===== config.mk =====
export PLATFORM = sky130hd
export DESIGN_NAME = prbs_checker_parallel_fab
export DESIGN_NICKNAME = d
export VERILOG_FILES = /design/src/rtl/prbs_checker_parallel_fab.sv
export SDC_FILE = /design/constraint.sdc
export NUM_CORES = 1
export LEC_CHECK = 0
export BUFFER_PORTS_ARGS = -buffer_cell sky130_fd_sc_hd__buf_2
export CAP_MARGIN = 30
export CELL_PAD_IN_SITES_DETAIL_PLACEMENT = 0
export CELL_PAD_IN_SITES_GLOBAL_PLACEMENT = 2
export CORE_UTILIZATION = 35
export CTS_BUF_LIST = sky130_fd_sc_hd__clkbuf_2 sky130_fd_sc_hd__clkbuf_4 sky130_fd_sc_hd__clkbuf_8
export CTS_CLUSTER_DIAMETER = 150
export DETAILED_ROUTE_END_ITERATION = 6
export GPL_TIMING_DRIVEN = 0
export HOLD_SLACK_MARGIN = 0.08
export PLACE_DENSITY_LB_ADDON = 0.15
export SYNTH_ARGS = -nofsm -noshare
export SYNTH_HDL_FRONTEND = slang
export SYNTH_SLANG_ARGS = --single-unit

===== constraint.sdc =====
create_clock -name clk_i -period 7.12 [get_ports clk_i]
set_input_delay 0.712 -clock clk_i [delete_from_list [all_inputs] [get_ports clk_i]]
set_output_delay 0.712 -clock clk_i [all_outputs]
set_load 0.005 [all_outputs]

===== src/rtl/prbs_checker_parallel_fab.sv =====
`timescale 1ns/1ps
// Self-synchronising parallel PRBS7 (x^7 + x^6 + 1) checker with a saturating bit-error counter.
// Define PRBS_CHK_BITREV_EN to bit-reverse data_i (bit 0 first on the wire) before checking.
module prbs_checker_parallel_fab #(
    parameter int NBITS       = 8,
    parameter int LOCK_CNT    = 16,
    parameter int LOSS_THRESH = 4,
    parameter int ERR_CNT_W   = 16
) (
    input  logic                 clk_i,
    input  logic                 resetn_i,
    input  logic                 chk_en_i,
    input  logic                 clear_i,
    input  logic                 data_valid_i,
    input  logic [NBITS-1:0]     data_i,
    output logic                 lock_o,
    output logic                 err_o,
    output logic                 err_sticky_o,
    output logic [ERR_CNT_W-1:0] err_cnt_o
);

    localparam int MCW = $clog2(LOCK_CNT + 1);
    localparam int BCW = $clog2(LOSS_THRESH + 1);
    localparam int PCW = $clog2(NBITS + 1);
    localparam int SW  = ((ERR_CNT_W > PCW) ? ERR_CNT_W : PCW) + 1;
    localparam logic [ERR_CNT_W-1:0] CNT_MAX = {ERR_CNT_W{1'b1}};

    typedef enum logic [1:0] {IDLE, SEARCH, LOCKED} state_e;

    function automatic logic [NBITS-1:0] prbsPredict(input logic [NBITS-1:0] w);
        logic [NBITS+6:0] s;
        s = '0;
        s[NBITS+6:NBITS] = w[6:0];
        for (int i = NBITS - 1; i >= 0; i--) begin
            s[i] = s[i+7] ^ s[i+6];
        end
        return s[NBITS-1:0];
    endfunction

    function automatic logic [PCW-1:0] popCount(input logic [NBITS-1:0] v);
        logic [PCW-1:0] c;
        c = '0;
        for (int i = 0; i < NBITS; i++) begin
            c = c + PCW'(v[i]);
        end
        return c;
    endfunction

    state_e                 state_q, state_d;
    logic [NBITS-1:0]       prev_q, prev_d;
    logic [NBITS-1:0]       ref_q, ref_d;
    logic                   seeded_q, seeded_d;
    logic [MCW-1:0]         match_q, match_d;
    logic [BCW-1:0]         bad_q, bad_d;
    logic                   err_q, err_d;
    logic                   sticky_q, sticky_d;
    logic [ERR_CNT_W-1:0]   cnt_q, cnt_d;

    logic [NBITS-1:0]       dataW;
    logic [NBITS-1:0]       diff;
    logic [PCW-1:0]         errBits;
    logic [SW-1:0]          sumW;
    logic                   wordBad;
    logic                   searchMatch;

`ifdef PRBS_CHK_BITREV_EN
    always_comb begin
        dataW = '0;
        for (int i = 0; i < NBITS; i++) begin
            dataW[i] = data_i[NBITS-1-i];
        end
    end
`else
    assign dataW = data_i;
`endif

    assign diff        = dataW ^ ref_q;
    assign errBits     = popCount(diff);
    assign wordBad     = |diff;
    assign searchMatch = (dataW == prbsPredict(prev_q)) && (dataW != '0);
    assign sumW        = SW'(cnt_q) + SW'(errBits);

    always_ff @(posedge clk_i or negedge resetn_i) begin
        if (!resetn_i) begin
            state_q <= IDLE;
        end else begin
            state_q <= state_d;
        end
    end

    always_comb begin
        state_d = state_q;
        if (!chk_en_i) begin
            state_d = IDLE;
        end else begin
            case (state_q)
                IDLE:    state_d = SEARCH;
                SEARCH:  if (data_valid_i && seeded_q && searchMatch &&
                             match_q == MCW'(LOCK_CNT - 1)) state_d = LOCKED;
                LOCKED:  if (data_valid_i && wordBad &&
                             bad_q == BCW'(LOSS_THRESH - 1)) state_d = SEARCH;
                default: state_d = IDLE;
            endcase
        end
    end

    // Datapath next-state; the reference free-runs once locked so a corrupted word never re-seeds it.
    always_comb begin
        prev_d   = prev_q;
        ref_d    = ref_q;
        seeded_d = seeded_q;
        match_d  = match_q;
        bad_d    = bad_q;
        err_d    = 1'b0;
        sticky_d = sticky_q;
        cnt_d    = cnt_q;
        if (!chk_en_i || state_q == IDLE) begin
            seeded_d = 1'b0;
            match_d  = '0;
            bad_d    = '0;
        end else if (data_valid_i && state_q == SEARCH) begin
            prev_d   = dataW;
            seeded_d = 1'b1;
            if (seeded_q) begin
                if (searchMatch) begin
                    match_d = match_q + MCW'(1);
                    if (match_q == MCW'(LOCK_CNT - 1)) begin
                        ref_d   = prbsPredict(dataW);
                        match_d = '0;
                        bad_d   = '0;
                    end
                end else begin
                    match_d = '0;
                end
            end
        end else if (data_valid_i && state_q == LOCKED) begin
            ref_d = prbsPredict(ref_q);
            if (wordBad) begin
                err_d    = 1'b1;
                sticky_d = 1'b1;
                cnt_d    = (sumW > SW'(CNT_MAX)) ? CNT_MAX : sumW[ERR_CNT_W-1:0];
                bad_d    = bad_q + BCW'(1);
                if (bad_q == BCW'(LOSS_THRESH - 1)) begin
                    bad_d    = '0;
                    match_d  = '0;
                    seeded_d = 1'b0;
                end
            end else begin
                bad_d = '0;
            end
        end
        if (clear_i) begin
            cnt_d    = '0;
            sticky_d = 1'b0;
        end
    end

    always_ff @(posedge clk_i or negedge resetn_i) begin
        if (!resetn_i) begin
            prev_q   <= '0;
            ref_q    <= '1;
            seeded_q <= 1'b0;
            match_q  <= '0;
            bad_q    <= '0;
            err_q    <= 1'b0;
            sticky_q <= 1'b0;
            cnt_q    <= '0;
        end else begin
            prev_q   <= prev_d;
            ref_q    <= ref_d;
            seeded_q <= seeded_d;
            match_q  <= match_d;
            bad_q    <= bad_d;
            err_q    <= err_d;
            sticky_q <= sticky_d;
            cnt_q    <= cnt_d;
        end
    end

    always_comb begin
        lock_o       = (state_q == LOCKED);
        err_o        = err_q;
        err_sticky_o = sticky_q;
        err_cnt_o    = cnt_q;
    end

endmodule


==> impl_metrics.yaml <==
sta:
  setup_viol: 0
  hold_viol: 0
  fin_crit_sh_pct: 63.2
  report.final.slew_viol_count: 0
  relSlewSlack_pct: 64.6
  setup_ws_ns: 2.62
  period_minus_slack_ns: 4.50
  fmax_mhz: 222
  finClkSkew_ns: 0.00622
  setup_tns_ns: 0
  rsz0062_at_grt: "false"
  worstMarginPinSlew_ns: 0.531
synth:
  ys.flop_type: "dfrtp_1"
  synth-seq-area-share_pct: 36.8
  ys_warn_count: 0
  yosys.area.top_type: "dfrtp_1"
  synth_area_leaders: "dfrtp_1 30%, dfstp_2 7.0%, xnor2_1 5.2%"
  synth.most_common_cell: "dfrtp_1"
  yosysUniqueCellTypes: 60
  synth_common_cells: "36 x dfrtp_1, 28 x nand2_1, 21 x o21ai_0, 20 x inv_1, 18 x xnor2_1"
  synth-seq-cells: 44
  synthArstFlopShare_pct: 100
  synthDominantCellAreaShare_pct: 29.9
  syn_avg_cell_area_um2: 9.58
  synthesis.nets: 344
  mappedNetlistArea_um2: 3020
  synth_edf_count: 0
  syn_inst: 315
grt:
  grt_pass1_wl_um: 11600
  top_usage_layer: "met2"
  use_met2_pct: 27.0
  grt_pass1_vias: 2287
  grt_overflow: 0
  gr-usage-met3_pct: 3.06
  antenna_found_initial: 0
  grt_start_max_net_pins: 30
  use_met1_pct: 22.6
  track_usage_pct: 16.5
critical_path:
  r2r_cells: 14
  crit_required_ns: 7.30
  crit_slowest_cell: "fa_1"
  slowest_delay_ns: 0.48
  critPathLaunch: "data_i[0]"
  timing.rr.start: "ref_q[0]"
  path_common_cell: "fa_1"
  path_cells: "buf_2, clkbuf_8, xnor2_1, fa_1, fa_1, fa_1, inv_1, fa_1, fa_1, a21o_1, a21oi_1, or4b_1, buf_2, nand2_1, nor3_1, nor3_1"
  r2r_setup_slack_ns: 2.78
  critPathLaunchType: "primary input"
  worstSetupPathType: "primary input to flip-flop"
  crit_fanout: 10
  worstPathArrival_ns: 4.68
  end_kind: "flip-flop"
floorplanning:
  core_um2: 8300
  rows: 33
  die_h_um: 94.8
  ios: 32
  start_util_pct: 36.3
  dieArea_um2: 8990
  fp.dieW_um: 94.8
placed_design:
  portBuffers: 26
  dp_hpwl_um: 5020
  dp.cells: 447
  gp_congestion: 0.737
  post-place-ws_ns: 2.25
clock_network:
  cts_tree: "built"
  clockBufferDepth: 2
  insertion_delay_ns: 0.30
  clk_pin_slew_worst_paths_ns: 0.09
  numCtsBuffers: 5
  cts_sinks: 44
  cts_hold_buf: 0
  cts-root-buf: "clkbuf_8"
  post_cts_resized: 0
  cts-htree-levels: 2
  cts_setup_buffers: 0
cells_and_area:
  stdcell_count: 455
  fill_cells: 840
  areaGrowthSynthToFinish_pct: 13.5
  drive_gt1_share_pct: 22.3
  diodes: 0
  post-route-util_pct: 41.3
  final_nets: 378
routing:
  dr.pass1.iters: 4
  wl_per_cell_um: 14.6
  drtIter0Drc: 60
  drc: 0
  vias_per_cell: 5.11
  detail-route-antenna-nets: 0
  dr_total_vias: 2323
  drt_wl_total_um: 6640
status:
  outcome: "complete, no violations"
power_and_ir_drop:
  p_per_area_nw_per_um2: 167
  leakage_nw: 1.57
  total_power_mw: 0.570
  irDropWorstVdd_mv: 0.106
worst_hold_path:
  hold_path.class: "primary input to async pin"
flow_run:
  drv_cap: 0
==> path summary, 6_finish.rpt <==
path | endpoint
min in group clk_i | ref_q[7]
worst min-delay path | prev_q[2]
worst min register to register | ref_q[7]
worst max register to register | err_cnt_o[5]
max in group asynchronous | ref_q[1]
worst max-delay path | err_cnt_o[5]
==> cell usage in the layout (no fill, tap or decap), types with 2 or more instances in the layout <==
cell,instances
dfrtp_1,36
buf_2,32
nand2_1,28
o21ai_0,21
inv_1,20
xnor2_1,18
nor2_1,16
a21oi_1,16
xor2_1,12
nand3_1,11
ha_1,11
clkbuf_8,10
nor3_1,8
dfstp_2,8
nand4_1,7
mux2_4,7
clkbuf_1,5
mux2i_1,5
fa_1,5
nor2b_1,4
o21a_1,4
or3_1,4
a21o_1,4
o22ai_1,4
and4_1,3
and3_1,3
a311oi_1,3
a21boi_0,3
buf_6,2
nand3b_1,2
or3b_2,2
and4b_1,2
and3_4,2
and2_1,2
a31oi_1,2
a31o_2,2
==> logic make-up after synthesis <==
family	synth area share (%)
flip-flops	36.8
AO/OA/AOI/OAI	14.6
multiplexers	6.26
buffers and inverters	6.59
XOR/XNOR	8.71
adder cells (fa/ha/maj)	7.88
AND/OR/NAND/NOR	19.2
==> layout make-up <==
class	count	area (um2)	area share (%)
sequential	44	1110	32.4
multi-input combinational	233	1710	49.8
tap	105	131	3.84
clock inverter	1	30.0	0.877
clock buffer	7	96.3	2.81
inverter	20	75.1	2.19
buffer	18	124	3.62
timing repair buffer	27	150	4.38
==> per-layer routing <==
layer / share of wire [%] / wire length, um
met2: 46 / 3050
met3: 3.1 / 206
met5: 0 / 0
met1: 50 / 3320
met4: 0.89 / 59
==> power by group <==
group / leakage, nW / total [mW] / internal, mW / switching (mW)
sequential: 0.572 / 0.264 / 0.257 / 0.00700
combinational: 0.932 / 0.0904 / 0.0401 / 0.0503
clock: 0.0645 / 0.216 / 0.124 / 0.0916
==> sequential cells by signal, summed over array words and instances (netlist names) <==
signal	cells
bad_q	3
err_cnt_o	16
err_o	1
err_sticky_o	1
match_q	5
prev_q	7
ref_q	8
seeded_q	1
state_q	2
==> per-stage QoR <==
stage / cell area [um2] / hold WS (ns)
after detailed placement: 3300 / 0.470
after global placement: 3280 / 0.466
after global routing: 3420 / 0.357
after floorplan: 3020 / 0.416
final: 3420 / 0.343
after CTS: 3420 / 0.347
==> critical path, delay by kind of cell <==
family | cells | cell delay, ns
adder cells (fa/ha/maj) | 5 | 2.23
AND/OR/NAND/NOR | 4 | 0.54
XOR/XNOR | 1 | 0.26
buffers and inverters | 4 | 0.47
AO/OA/AOI/OAI | 2 | 0.43
(Power assumes the default switching activity.)
